--- src/rtl/mult_div_engine.sv ---
// Sequential signed multiply (radix-2 Booth) / divide (restoring on magnitudes) engine.
// Results go to hi_out/lo_out, qualified by a one-cycle done pulse.
module mult_div_engine #(
    parameter int unsigned WIDTH = 32
) (
    input  logic             clock,
    input  logic             reset,
    input  logic             start,
    input  logic             op,
    input  logic [WIDTH-1:0] a_in,
    input  logic [WIDTH-1:0] b_in,
    output logic [WIDTH-1:0] hi_out,
    output logic [WIDTH-1:0] lo_out,
    output logic             done,
    output logic             busy,
    output logic             div_by_zero
);
    localparam int unsigned CW = $clog2(WIDTH) + 1;
    localparam logic [CW-1:0] LAST = CW'(WIDTH);

    typedef enum logic [2:0] {S_IDLE, S_MULT, S_DIV, S_FIX, S_DONE} state_t;

    state_t             state;
    state_t             state_next;
    logic [CW-1:0]      cnt;
    logic [2*WIDTH:0]   acc;      // MULT: {P_hi, P_lo, q-1}; DIV: {rem, quo, spare}
    logic [WIDTH-1:0]   opnd;     // MULT: multiplicand; DIV: |divisor|
    logic               sign_a;
    logic               sign_b;
    logic               dz_wait;
    logic [WIDTH-1:0]   rem;
    logic [WIDTH-1:0]   quo;
    logic [WIDTH:0]     booth_sum;
    logic [2*WIDTH:0]   booth_next;
    logic [WIDTH:0]     div_shift;
    logic [WIDTH:0]     div_diff;
    logic [2*WIDTH:0]   div_next;

    function automatic logic [WIDTH-1:0] mag(input logic [WIDTH-1:0] v);
        return v[WIDTH-1] ? WIDTH'(-v) : v;
    endfunction

    assign rem = acc[2*WIDTH:WIDTH+1];
    assign quo = acc[WIDTH:1];

    // Booth step: sign-extended add/sub keeps -2^31 multiplicands exact, then shift.
    always_comb begin
        booth_sum = {acc[2*WIDTH], acc[2*WIDTH:WIDTH+1]};
        case (acc[1:0])
            2'b01:   booth_sum = booth_sum + {opnd[WIDTH-1], opnd};
            2'b10:   booth_sum = booth_sum - {opnd[WIDTH-1], opnd};
            default: booth_sum = {acc[2*WIDTH], acc[2*WIDTH:WIDTH+1]};
        endcase
        booth_next = {booth_sum, acc[WIDTH:1]};
    end

    // Restoring division step: one quotient bit per cycle.
    always_comb begin
        div_shift = {rem, quo[WIDTH-1]};
        div_diff  = div_shift - {1'b0, opnd};
        if (!div_diff[WIDTH]) begin
            div_next = {div_diff[WIDTH-1:0], quo[WIDTH-2:0], 1'b1, 1'b0};
        end else begin
            div_next = {div_shift[WIDTH-1:0], quo[WIDTH-2:0], 1'b0, 1'b0};
        end
    end

    always_ff @(posedge clock or posedge reset) begin
        if (reset) begin
            state <= S_IDLE;
        end else begin
            state <= state_next;
        end
    end

    // A divide-by-zero lingers one extra cycle in DONE so its pulse lands one cycle later.
    always_comb begin
        state_next = state;
        case (state)
            S_IDLE: begin
                if (start) begin
                    if (!op)                state_next = S_MULT;
                    else if (b_in == '0)    state_next = S_DONE;
                    else                    state_next = S_DIV;
                end
            end
            S_MULT:  if (cnt == LAST) state_next = S_DONE;
            S_DIV:   if (cnt == LAST) state_next = S_FIX;
            S_FIX:   state_next = S_DONE;
            S_DONE:  state_next = dz_wait ? S_DONE : S_IDLE;
            default: state_next = S_IDLE;
        endcase
    end

    always_ff @(posedge clock or posedge reset) begin
        if (reset) begin
            cnt         <= '0;
            acc         <= '0;
            opnd        <= '0;
            sign_a      <= 1'b0;
            sign_b      <= 1'b0;
            dz_wait     <= 1'b0;
            hi_out      <= '0;
            lo_out      <= '0;
            done        <= 1'b0;
            busy        <= 1'b0;
            div_by_zero <= 1'b0;
        end else begin
            done <= (state_next == S_DONE) && (state != S_IDLE);
            busy <= state_next inside {S_MULT, S_DIV, S_FIX};
            case (state)
                S_IDLE: begin
                    if (start) begin
                        cnt         <= '0;
                        sign_a      <= a_in[WIDTH-1];
                        sign_b      <= b_in[WIDTH-1];
                        div_by_zero <= 1'b0;
                        if (!op) begin
                            acc  <= {{WIDTH{1'b0}}, b_in, 1'b0};
                            opnd <= a_in;
                        end else if (b_in == '0) begin
                            div_by_zero <= 1'b1;
                            dz_wait     <= 1'b1;
                        end else begin
                            acc  <= {{WIDTH{1'b0}}, mag(a_in), 1'b0};
                            opnd <= mag(b_in);
                        end
                    end
                end
                S_MULT: begin
                    if (cnt == LAST) begin
                        hi_out <= acc[2*WIDTH:WIDTH+1];
                        lo_out <= acc[WIDTH:1];
                    end else begin
                        acc <= booth_next;
                        cnt <= cnt + CW'(1);
                    end
                end
                S_DIV: begin
                    if (cnt != LAST) begin
                        acc <= div_next;
                        cnt <= cnt + CW'(1);
                    end
                end
                S_FIX: begin
                    hi_out <= sign_a ? WIDTH'(-rem) : rem;
                    lo_out <= (sign_a ^ sign_b) ? WIDTH'(-quo) : quo;
                end
                S_DONE:  dz_wait <= 1'b0;
                default: ;
            endcase
        end
    end
endmodule

--- config.mk ---
export PLATFORM = sky130hd
export DESIGN_NAME = mult_div_engine
export DESIGN_NICKNAME = d
export VERILOG_FILES = /design/src/rtl/mult_div_engine.sv
export SDC_FILE = /design/constraint.sdc
export NUM_CORES = 1
export LEC_CHECK = 0
export ABC_AREA = 1
export CORE_ASPECT_RATIO = 0.8
export CORE_MARGIN = 4
export CORE_UTILIZATION = 40
export DETAILED_ROUTE_END_ITERATION = 16
export PLACE_DENSITY = 0.69
export SLEW_MARGIN = 20
export SYNTH_ARGS = -nofsm -noshare
export SYNTH_HDL_FRONTEND = slang
export SYNTH_SLANG_ARGS = --single-unit
export TNS_END_PERCENT = 20
--- constraint.sdc ---
create_clock -name clock -period 7.05 [get_ports clock]
set_input_delay 1.0575 -clock clock [delete_from_list [all_inputs] [get_ports clock]]
set_output_delay 1.0575 -clock clock [all_outputs]
set_load 0.005 [all_outputs]
-- Word level (Yosys, flattened, before mapping)
Cells that the tools add are included.
Widths: inputs -> output; s select.
- register bits: 176
- word-level logic and storage cells: 93
- add/sub/neg operators: 8
- eq/ne operators: 21
- multiplexer cells: 35
- bitwise gates (word level): 1
- reductions and logical operators: 15
- operators with widths (operator ; number):
    $mux 65 ; 6
    $mux 32 ; 8
    $pmux 65 s3 ; 1
    $neg 32->32 ; 4
    $pmux 32 s2 ; 2
    $pmux 33 s2 ; 1
    $add 32x32->33 ; 1
    $sub 32x32->33 ; 1
    $sub 33x32->33 ; 1
    $logic_not 32->1 ; 1
    $mux 3 ; 6
    $mux 6 ; 3
    $pmux 6 s3 ; 1
    $pmux 3 s5 ; 1
    $ne 2x2->1 const B ; 7
    $eq 3x2->1 const B ; 4
    $reduce_bool 3->1 ; 3
    $reduce_and 4->1 ; 2
    $add 6x1->6 const B ; 1
    $eq 3x1->1 const B ; 2
    $eq 3x3->1 const B ; 2
    $eq 6x6->1 const B ; 1
    $ne 6x6->1 const B ; 1
    $reduce_and 6->1 ; 1
    other kinds (13) ; 19

-- Longest topological paths before layout
- depth in word-level cells: 7
- depth in mapped cells: 25
- depth with buffers taken out: 25

-- Least setup slack after synthesis
No wires, ideal clock.
- path type: register to register
- from: register opnd[0]
- to: register acc[63]
- library setup time: 0.115 ns
- data arrival time: 2.976 ns
- data required time: 6.935 ns
- slack: 3.959 ns
- stages on the path, launching flop included: 23
- buffers on the path: 0
- cell sequence: dfrtp_1 > nor3_2 > nand3_1 > nor3_2 > nand2_1 > nor3_4 > nand3_1 > nand2_1 > xor2_1 > inv_1 > ha_1 > nand2_1 > nor2_1 > inv_1 > nor3_1 > and2_1 > nand2_1 > nand3_1 > nand3_1 > nand2_1 > nand2_1 > nor2_1 > nor2_1
- cells in the longest elaborated chain, start to end: 4
- elaborated cells on any way between the ends: 8
- those cells by class: add/sub (3); mux (5)
- ends and longest elaborated chain (what ; RTL line ; RTL):
    from (decl) ; 27 ; logic [WIDTH-1:0] opnd;
    from (signal assigned) ; 120 ; opnd <= a_in;
    from (signal assigned) ; 126 ; opnd <= mag(b_in);
    $sub 32x32->33 (tied with other cells) ; 51 ; 2'b10: booth_sum = booth_sum - {opnd[WIDTH-1], opnd};
    $pmux 33 s2 / $mux 65 (equally long branches) ; 49, 61 ;
    $mux 65, on equally long branches ; 131, 140 ;
    $pmux 65 s3 * ; 111 ; case (state)
    to (signal assigned) ; 119 ; acc <= {{WIDTH{1'b0}}, b_in, 1'b0};
    to (signal assigned) ; 135 ; acc <= booth_next;
    to (signal assigned) ; 141 ; acc <= div_next;
    to (decl) ; 26 ; logic [2*WIDTH:0] acc;
Every way passes the cells marked *; elsewhere a longest branch is shown, timed or not. The select of a mux whose other input is x is not followed.
A chain may end at the register's enable or synchronous reset.

-- Worst setup path after layout
- from: register acc[0]
- to: register acc[52]
- cells in the longest elaborated chain, start to end: 4
- elaborated cells on any way between the ends: 5
- those cells by class: eq/ne (2); mux (3)
- ends and longest elaborated chain (what ; RTL line ; RTL):
    from (signal assigned) ; 119 ;
    from (signal assigned) ; 125 ; acc <= {{WIDTH{1'b0}}, mag(a_in), 1'b0};
    from (signal assigned) ; 135 ;
    $eq 2x2->1 / $eq 2x1->1 (equally long branches) ; 49 ; case (acc[1:0])
    $pmux 33 s2 * ; 49 ;
    $mux 65 * ; 131 ; if (cnt == LAST) begin
    $pmux 65 s3 * ; 111 ;
Marked as above.

==> out/results.ini <==
[floorplanning]
std_cell_rows = 68
dieArea_um2 = 48100
pin_count = 135
die_h_um = 197
start_util = 0.409
die_w_um = 244
core_area_um2 = 43600

[synth]
yosys.cell_count.top_type = nand2_1
synth_cell_types = 49
synth_warnings = 0
syn_nets = 3131
synth_common_cells = nand2_1, inv_1, nor2_1, nand3_1, a21oi_1
syn_area_um2 = 17900
synth_area_leaders = dfrtp_1, nand2_1, inv_1, nand3_1, nor2_1
synthFlopType = dfrtp_1
netlist.area_leader.share = 0.247
postSynth.asyncResetShare = 1.00
synth_edf_count = 0
synthCells = 2989
synth-seq-cells = 176
syn-mean-instance-area_um2 = 5.98
yosys.area.top_type = dfrtp_1
seq_area_frac_synth = 0.247

[worst_setup_path]
cp.required_ps = 7390
path_delay_family = simple AND/OR/NAND/NOR gates
critPathBufInv = 4
path_cells = inv_1 -> ha_1 -> clkinv_1 -> nand2_1 -> xor2_1 -> inv_1 -> ha_1 -> nand2_1 -> inv_1 -> nand2_1 -> nor2_1 -> nand4_1 -> nand4_1 -> nand3_1 -> a21oi_1 -> a21boi_1
critical_path_class = register to register
end_kind = register
crit_fanout = 20
cp_slowest_cell = clkinv_1
worst_ep_arrival_time_ps = 4500
slowest_delay_ps = 620
worstSetupStartpointType = register

[global_route]
grt_overflow = 0
grtUsageTotal = 0.282
grt_antenna_before_repair = 0
grt_max_degree = 118
grt_pass1_wl_um = 106000
grt_pass1_vias = 17500

[sta]
drv_slew = 0
tns_ps = 0
finalHoldViolations = 0
worst-slew-pin-transition_ps = 1160
relSlewSlack = 0.222
fin_crit_sh = 0.591
skew_ps = 20.9
finalCriticalPeriod_ps = 4160
max_freq_ghz = 0.240
setup_viol = 0
rsz0062_at_grt = no

[clock_tree]
insertion_delay_ps = 460
tritoncts = built
cts_hold_buf = 0
cts.sinks = 176
clk_pin_slew_ps = 70
cts_max_level = 4
cts_inserted_buffers = 17
post_cts_buffers = 0
cts_buffer_depth = 2
ctsResizeCount = 0
clock-root-buffer = clkbuf_16

[run]
max_cap_violations = 0

[drt]
drt_wl_total_um = 70200
drt-initial-drc-count = 2755
drcViolationCount = 0
drtAntennaViolNets = 0
routed-via-count = 20100
drtPass1Iterations = 6
vias_per_cell = 5.48
wl_per_cell_um = 19.1

[placement]
gp_congestion = 1.10
port_buffers = 134
hpwl_um = 57100

[layout]
nets = 3208
num_antenna_cells = 0
area_growth_pct = 13.5
drive_above_1_share = 0.0341

[hold_path]
hold_path_class = register to register

[outcome]
outcome = complete, no violations

area by class of cell:
cell class / count / area, um2
Multi-Input combinational cell: 2265 / 11300
Inverter: 461 / 1740
Tap cell: 595 / 744
Clock inverter: 14 / 225
Fill cell: 4645 / 23400
Timing Repair Buffer: 145 / 1420
Clock buffer: 17 / 425
Sequential cell: 176 / 4400
placed cells by master, fill, tap and decap left out, drive strengths merged:
master	n
nor3b	4
nand3	219
xor2	85
inv	462
o211ai	15
nand2	945
a21boi	30
a31oi	20
o21bai	6
buf	12
nor2	292
ha	72
a21oi	184
clkinv	8
and2	3
nand3b	12
nand4	46
clkbuf	17
o221ai	8
fa	2
nor3	39
o21ai	196
dfrtp	176
o22ai	32
xnor2	18
clkdlybuf4s50	133
a22oi	4
o31ai	10
bufinv	5
o41ai	1
nor4	11
or2	8
o21a	1
and3	1
a21o	1
worst paths after layout:
path                       depth (start not counted)  slack, ps                   start                     end
min                                                2        480  hi_out[28]$_DFFE_PP0P_  hi_out[28]$_DFFE_PP0P_
min reg2reg                                        2        480  hi_out[28]$_DFFE_PP0P_  hi_out[28]$_DFFE_PP0P_
min in group asynchronous                          2       1160                   reset   lo_out[9]$_DFFE_PP0P_
max in group asynchronous                          3       4590                   reset     opnd[9]$_DFFE_PP0P_
max                                               16       2890      acc[0]$_DFFE_PP0P_     acc[52]$_DFFE_PP0P_
max reg2reg                                       16       2890      acc[0]$_DFFE_PP0P_     acc[52]$_DFFE_PP0P_
cell families after synthesis:
| family | share of synthesized area |
|---|---|
| AND/OR/NAND/NOR | 0.372 |
| XOR/XNOR | 0.0505 |
| flip-flops | 0.247 |
| AO/OA/AOI/OAI | 0.158 |
| adder cells (fa/ha/maj) | 0.0527 |
| buffers and inverters | 0.121 |
routing by layer:
layer  part of all wire  up-vias  wire length (um)  GRT usage
li1                   -     9740                 -          -
met1               0.46     9237             32600      0.448
met2               0.38     1064             26300      0.362
met3               0.14       94             10100     0.0969
met4              0.016        0              1150     0.0554
met5                  0        -                 0          0
through the flow:
step	hold WS, ps	std cells	utilization	worst slack (ps)	area, um2
after global placement	462	3642	0.450	2870	19600
after floorplan	453	2989	-	1220	17900
after CTS	483	3673	0.464	3070	20300
after detailed placement	465	3642	0.450	2810	19600
after global routing	507	3673	0.465	2540	20300
final	480	3673	0.465	2890	20300
flip-flops by register name, summed over array words and instances, names as in the netlist:
name and cells:
sign_b 1, hi_out 32, busy 1, state 3, cnt 6, done 1, sign_a 1, lo_out 32
opnd 32, div_by_zero 1, dz_wait 1, acc 65
worst min-delay path, stage by stage (launching register included):
cell,delay (ps)
dfrtp_1,340
nand2_1,50
nand2_1,50
Power is left out: the tool's default activity adds up to more than one toggle a clock period on the data nets, which glitch-free logic cannot reach.
